### config.mk
export PLATFORM = sky130hd
export DESIGN_NAME = perf_counter_readout
export DESIGN_NICKNAME = d
export VERILOG_FILES = /design/src/rtl/perf_pkg.sv /design/src/rtl/perf_counter_readout.sv
export SDC_FILE = /design/constraint.sdc
export NUM_CORES = 1
export LEC_CHECK = 0
export ABC_AREA = 0
export CORE_UTILIZATION = 54
export DETAILED_ROUTE_END_ITERATION = 8
export PLACE_DENSITY = 0.85
export SLEW_MARGIN = 0
export SYNTH_ARGS = -nofsm -noshare
export SYNTH_HDL_FRONTEND = slang
export SYNTH_SLANG_ARGS = --single-unit
### constraint.sdc
create_clock -name clk -period 4.1 [get_ports clk]
set_clock_uncertainty 0.15 [all_clocks]
set_input_delay 0.41 -clock clk [delete_from_list [all_inputs] [get_ports clk]]
set_output_delay 0.41 -clock clk [all_outputs]
set_load 0.05 [all_outputs]
### src/rtl/perf_pkg.sv
// Shared definitions for the cache performance counter readout.
// Counter ids and readout FSM states.
package perf_pkg;

  localparam int NUM_COUNTERS   = 5;
  localparam int PERF_HIT       = 0;
  localparam int PERF_MISS      = 1;
  localparam int PERF_READ      = 2;
  localparam int PERF_WRITE     = 3;
  localparam int PERF_WRITEBACK = 4;

  typedef enum logic {
    IDLE,
    SEND
  } rd_state_e;

endpackage

### src/rtl/perf_counter_readout.sv
// Snapshots five cache perf counters on request and streams them
// out LSB chunk first over a narrow valid/ready link.
module perf_counter_readout
  import perf_pkg::*;
#(
  parameter int COUNTER_WIDTHS = 32,
  parameter int OUT_WIDTH      = 8,
  parameter bit CLEAR_ON_DUMP  = 1'b0
) (
  input  logic                      clk,
  input  logic                      reset_n,
  input  logic [COUNTER_WIDTHS-1:0] hit_value,
  input  logic [COUNTER_WIDTHS-1:0] miss_value,
  input  logic [COUNTER_WIDTHS-1:0] read_value,
  input  logic [COUNTER_WIDTHS-1:0] write_value,
  input  logic [COUNTER_WIDTHS-1:0] writeback_value,
  input  logic                      dump_req,
  input  logic                      out_ready,
  output logic                      out_valid,
  output logic [OUT_WIDTH-1:0]      out_data,
  output logic [2:0]                out_index,
  output logic                      out_last,
  output logic                      busy,
  output logic                      clear_counters
);

  localparam int BEATS_PER = COUNTER_WIDTHS / OUT_WIDTH;
  localparam int TOTAL     = NUM_COUNTERS * BEATS_PER;
  localparam int BW        = (TOTAL > 1) ? $clog2(TOTAL) : 1;
  localparam int SNAP_W    = NUM_COUNTERS * COUNTER_WIDTHS;
  localparam logic [BW-1:0] LAST = BW'(TOTAL - 1);

  if (COUNTER_WIDTHS % OUT_WIDTH != 0) begin : g_bad_width
    $error("COUNTER_WIDTHS must be a multiple of OUT_WIDTH");
  end

  rd_state_e         state_q, state_d;
  logic [BW-1:0]     beat_q, beat_d;
  logic [SNAP_W-1:0] snap_q, snap_d;

  always_ff @(posedge clk or negedge reset_n) begin
    if (!reset_n) begin
      state_q <= IDLE;
      beat_q  <= '0;
      snap_q  <= '0;
    end else begin
      state_q <= state_d;
      beat_q  <= beat_d;
      snap_q  <= snap_d;
    end
  end

  always_comb begin
    state_d        = state_q;
    beat_d         = beat_q;
    snap_d         = snap_q;
    clear_counters = 1'b0;
    unique case (state_q)
      IDLE: begin
        if (dump_req) begin
          // hit lands in the low word so beat order follows counter id
          snap_d = {writeback_value, write_value, read_value,
                    miss_value, hit_value};
          beat_d         = '0;
          state_d        = SEND;
          clear_counters = CLEAR_ON_DUMP;
        end
      end
      SEND: begin
        if (out_ready) begin
          if (beat_q == LAST) begin
            beat_d  = '0;
            state_d = IDLE;
          end else begin
            beat_d = beat_q + BW'(1);
          end
        end
      end
      default: state_d = IDLE;
    endcase
  end

  assign busy      = (state_q == SEND);
  assign out_valid = busy;
  assign out_last  = busy && (beat_q == LAST);

  always_comb begin
    out_data  = '0;
    out_index = '0;
    if (busy) begin
      out_data  = snap_q[int'(beat_q)*OUT_WIDTH +: OUT_WIDTH];
      out_index = 3'(int'(beat_q) / BEATS_PER);
    end
  end

endmodule

# Word level (Yosys, flattened, before mapping)
# Index checks and enable logic that the tools add are counted.
dict set report totals {
  regBits 166
  inputBits 164
  output_inout_bits 15
}
dict set report classes {
  add_sub_neg 1
  eq_ne 3
  shift 1
  mux 10
  n_bitwise 1
  n_reduce_logical 3
}
# op n
set op_table {}
lappend op_table {{160-bit by 9-bit indexed part select with 8-bit output} 1}
lappend op_table {{5-bit 2-to-1 mux} 3}
lappend op_table {{5-bit case mux with 2 select lines} 1}
lappend op_table {{8-bit 2-to-1 mux} 1}
lappend op_table {{5-bit by 1-bit adder with 5-bit output (second input constant)} 1}
lappend op_table {{5-bit == test (second input constant)} 1}
lappend op_table {{2-bit != test (second input constant)} 2}
lappend op_table {{2-bit AND reduction} 2}
lappend op_table {{1-bit 2-to-1 mux} 3}
lappend op_table {{3-bit 2-to-1 mux} 1}
lappend op_table {{1-bit case mux with 2 select lines} 1}
lappend op_table {{1-bit logical AND} 1}
lappend op_table {{1-bit NOT} 1}

# Longest topological paths before layout
dict set report logic_depth {
  depth_word 4
  mapped_depth 7
}

# Least setup slack after synthesis
# OpenSTA, ideal clock, no wires.
dict set report synth_timing {
  kind {register to output}
  start {register state_q (netlist: busy)}
  end {output out_data[0]}
  arrival_time_ns 1.971
  t_required_ns 3.540
  setup_slack_ns 1.569
  stages_incl_launch_ff 4
  path_buffers 1
  path_cell_list {dfrtp_1 > clkbuf_1 > nand3b_1 > o211ai_1}
}
dict set report synth_between {
  elab_chain_cells 1
}
# element line_no
set synth_rtl {}
lappend synth_rtl {{from (decl)} perf_counter_readout.sv:37} ;# rd_state_e state_q, state_d;
lappend synth_rtl {{from (signal assigned)} perf_counter_readout.sv:47} ;# state_q <= state_d;
lappend synth_rtl {{8-bit 2-to-1 mux} perf_counter_readout.sv:90} ;# if (busy) begin
lappend synth_rtl {{to (decl)} perf_counter_readout.sv:20} ;# output logic [OUT_WIDTH-1:0] out_data,
# No other way between the ends.

# Final worst setup path
dict set report layout_timing {
  start {register beat_q[2]}
  end {output out_data[2]}
}
dict set report layout_between {
  elab_chain_cells 2
}
# element line_no
set layout_rtl {}
lappend layout_rtl {{from (decl)} perf_counter_readout.sv:38} ;# logic [BW-1:0] beat_q, beat_d;
lappend layout_rtl {{from (signal assigned)} perf_counter_readout.sv:48} ;# beat_q <= beat_d;
lappend layout_rtl {{160-bit by 9-bit indexed part select with 8-bit output} perf_counter_readout.sv:91} ;# out_data = snap_q[int'(beat_q)*OUT_WIDTH +: OUT_WIDTH];
lappend layout_rtl {{8-bit 2-to-1 mux} perf_counter_readout.sv:90}
# No other way between the ends.

==> flow_summary.ini <==
[timing]
rsz0062_at_grt = no
setup_viol = 0
worst_pin_slew_ps = 1060
post-route-min-period_ps = 3710
max_freq_mhz = 269
period_share_pct = 90.6
final-hold-violation-count = 37
slew_violations = 0
max_slew_margin_pct = 29.1
whs_ps = -41.8
fin_tns_setup_ps = 0

[run_status]
status = finished, violations left
violations = negative hold slack

[critical_path]
arrival_ps = 3150
setup.worst_path.start_class = flip-flop
path_delay_family = simple AND/OR/NAND/NOR gates
cpMostUsedCell = nand3_1
reg2reg_depth = 5
end_kind = primary output
cp_max_fo = 15
slowest_delay_ps = 900
slowest_stage = nor2b_1
critPathBufInv = 1
worstSetupPathType = flip-flop to primary output
worstSetupPathDepth = 5
worstPathCellList = nor2b_1 -> a22oi_1 -> nand3_1 -> nand3_1 -> clkdlybuf4s50_1
critPathRequiredTime_ps = 3540

[grt]
grt_pass1_vias = 5399
grt_first_pass_wirelength_um = 28200
grt-ovfl-total = 0
grt.total_usage_pct = 26.1
grt_max_degree = 129
antenna_found_initial = 0

[yosys]
synth_edf_count = 0
yosysSeqAreaShare_pct = 53.9
ys_seq_elements = 166
synthArstFlopShare_pct = 100
avgSynthCellArea_um2 = 14.5
synth_largest_area_cell = dfrtp_1
postSynthCellCount = 531
yosysTopAreaCellShare_pct = 53.9
yosys_warnings = 0
netlist_area_um2 = 7710
syn_nets = 696
synth_area_leaders = dfrtp_1 54%, mux2_2 23%, mux2i_1 7.1%, mux4_1 2.7%, a22oi_1 2.1%
synth.distinct_cells = 34
ys.flop_type = dfrtp_1

[placement]
place_area_um2 = 9530
gp_congestion = 0.886
dp_hpwl_um = 13200
port_buffers = 177

[power_and_ir_drop]
powerDensity_nw_per_um2 = 531
ir_drop_uv = 366
cellLeakagePower_nw = 4.33

[finish]
regArea_um2 = 4160
final_area_um2 = 10100
drive_gt1_share_pct = 29.4
fin_util_pct = 72.8
nets = 863
nFillCells = 900
multi_input_area_um2 = 3290
final_common_cell = clkdlybuf4s50_1
n_antenna_cell = 0
area_delta_synth_final_pct = 31.1
final_cell_mix = 176 x clkdlybuf4s50_1, 165 x dfrtp_1, 160 x mux2_2, 55 x mux2i_1, 22 x a22oi_1

[clock_network]
h-tree-depth = 4
cts_setup_buffers = 0
cts_inserted_buffers = 17
clk_pin_slew_ps = 60
clock_latency_ps = 420
tritoncts = yes
cts_sinks = 166
cts-resized-gates = 0
cts-root-buf = clkbuf_16
clock_path_buffers = 2
cts-hold-fix-buffers = 0

[floorplanning]
ios = 179
num_rows = 43
die_w_um = 121
initial_core_util_pct = 55.5
die-height_um = 121
fp.coreArea_um2 = 13900
dieArea_um2 = 14800

[route]
drtIter0Drc = 321
drt_first_pass_iters = 4
wl_per_cell_um = 20.5
drt_wl_total_um = 18300
vias = 5089
drc_errors = 0
ant_nets = 0
viasPerCell = 5.72

[worst_hold_path]
min_path_type = input port to asynchronous set/reset pin

[flow_run]
maxCapViolCount = 0
## synth_stat cells, drive strengths merged, types with 2 or more instances
master / number
dfrtp: 166
mux2: 160
mux2i: 55
buf: 35
a22oi: 22
nand2: 18
nand3: 18
mux4: 14
a21oi: 6
and2: 6
o21ai: 6
nor2: 4
nor2b: 3
o211ai: 3
clkbuf: 2
nor3b: 2
## registers in the layout, summed over array words and instances (netlist names)
register / cells
snap_q: 160
beat_q: 5
busy: 1
## through the flow
stage               worst slack, ps  power (mW)  cells
floorplan                      1570        3.24    531
detailed placement              827        3.86    859
CTS                             362        5.40    890
global route                    240        5.59    890
global placement                879        3.81    859
finish                          385        5.37    890
## routing by layer
layer | track usage (%) | up-vias | share of wire, %
met2 | 39.8 | 218 | 48
met1 | 34.6 | 2549 | 42
li1 | - | 2279 | -
met4 | 12.5 | 0 | 3.1
met5 | 0 | - | 0
met3 | 6.86 | 43 | 6.9
## where the power goes
group	internal [mW]	total, mW	switching [mW]
combinational	0.840	1.76	0.921
clock	0.910	1.53	0.616
sequential	1.87	2.08	0.207
total	3.62	5.37	1.74
## kinds of logic after synthesis
kind of cell               count (synthesis)  share of synthesized area [%]
other                                      1                         0.0486
buffers and inverters                     38                           3.57
adders and majority gates                  1                          0.162
and+or+nand+nor                           56                           3.83
AOI/OAI and AO/OA                         40                           3.52
muxes                                    229                           35.0
DFF                                      166                           53.9
## path summary, 6_finish.rpt
check                      slack, ps     endpoint  startpoint
max reg2reg                     1950    beat_q[3]        busy
min                              -40  snap_q[134]     reset_n
max in group asynchronous       2770  snap_q[153]     reset_n
max                              390  out_data[2]   beat_q[2]
min reg2reg                      350   snap_q[55]  snap_q[55]
min in group clk                 350   snap_q[55]  snap_q[55]
## layout make-up
cell class                      count  share of cell area, %
Inverter                            1                 0.0371
Clock inverter                      7                  0.693
Sequential cell                   166                   41.1
Timing Repair Buffer              185                   18.4
Multi-Input combinational cell    327                   32.5
Clock buffer                       24                   4.97
Tap cell                          180                   2.23
## worst register-to-register path, cell delays in order (launching register included)
cell,delay (ps)
dfrtp_1,530
nor2b_4,210
buf_12,450
nor2_1,380
o21ai_0,210
o21ai_0,100
Note: power is estimated with default switching activity, not from simulation.
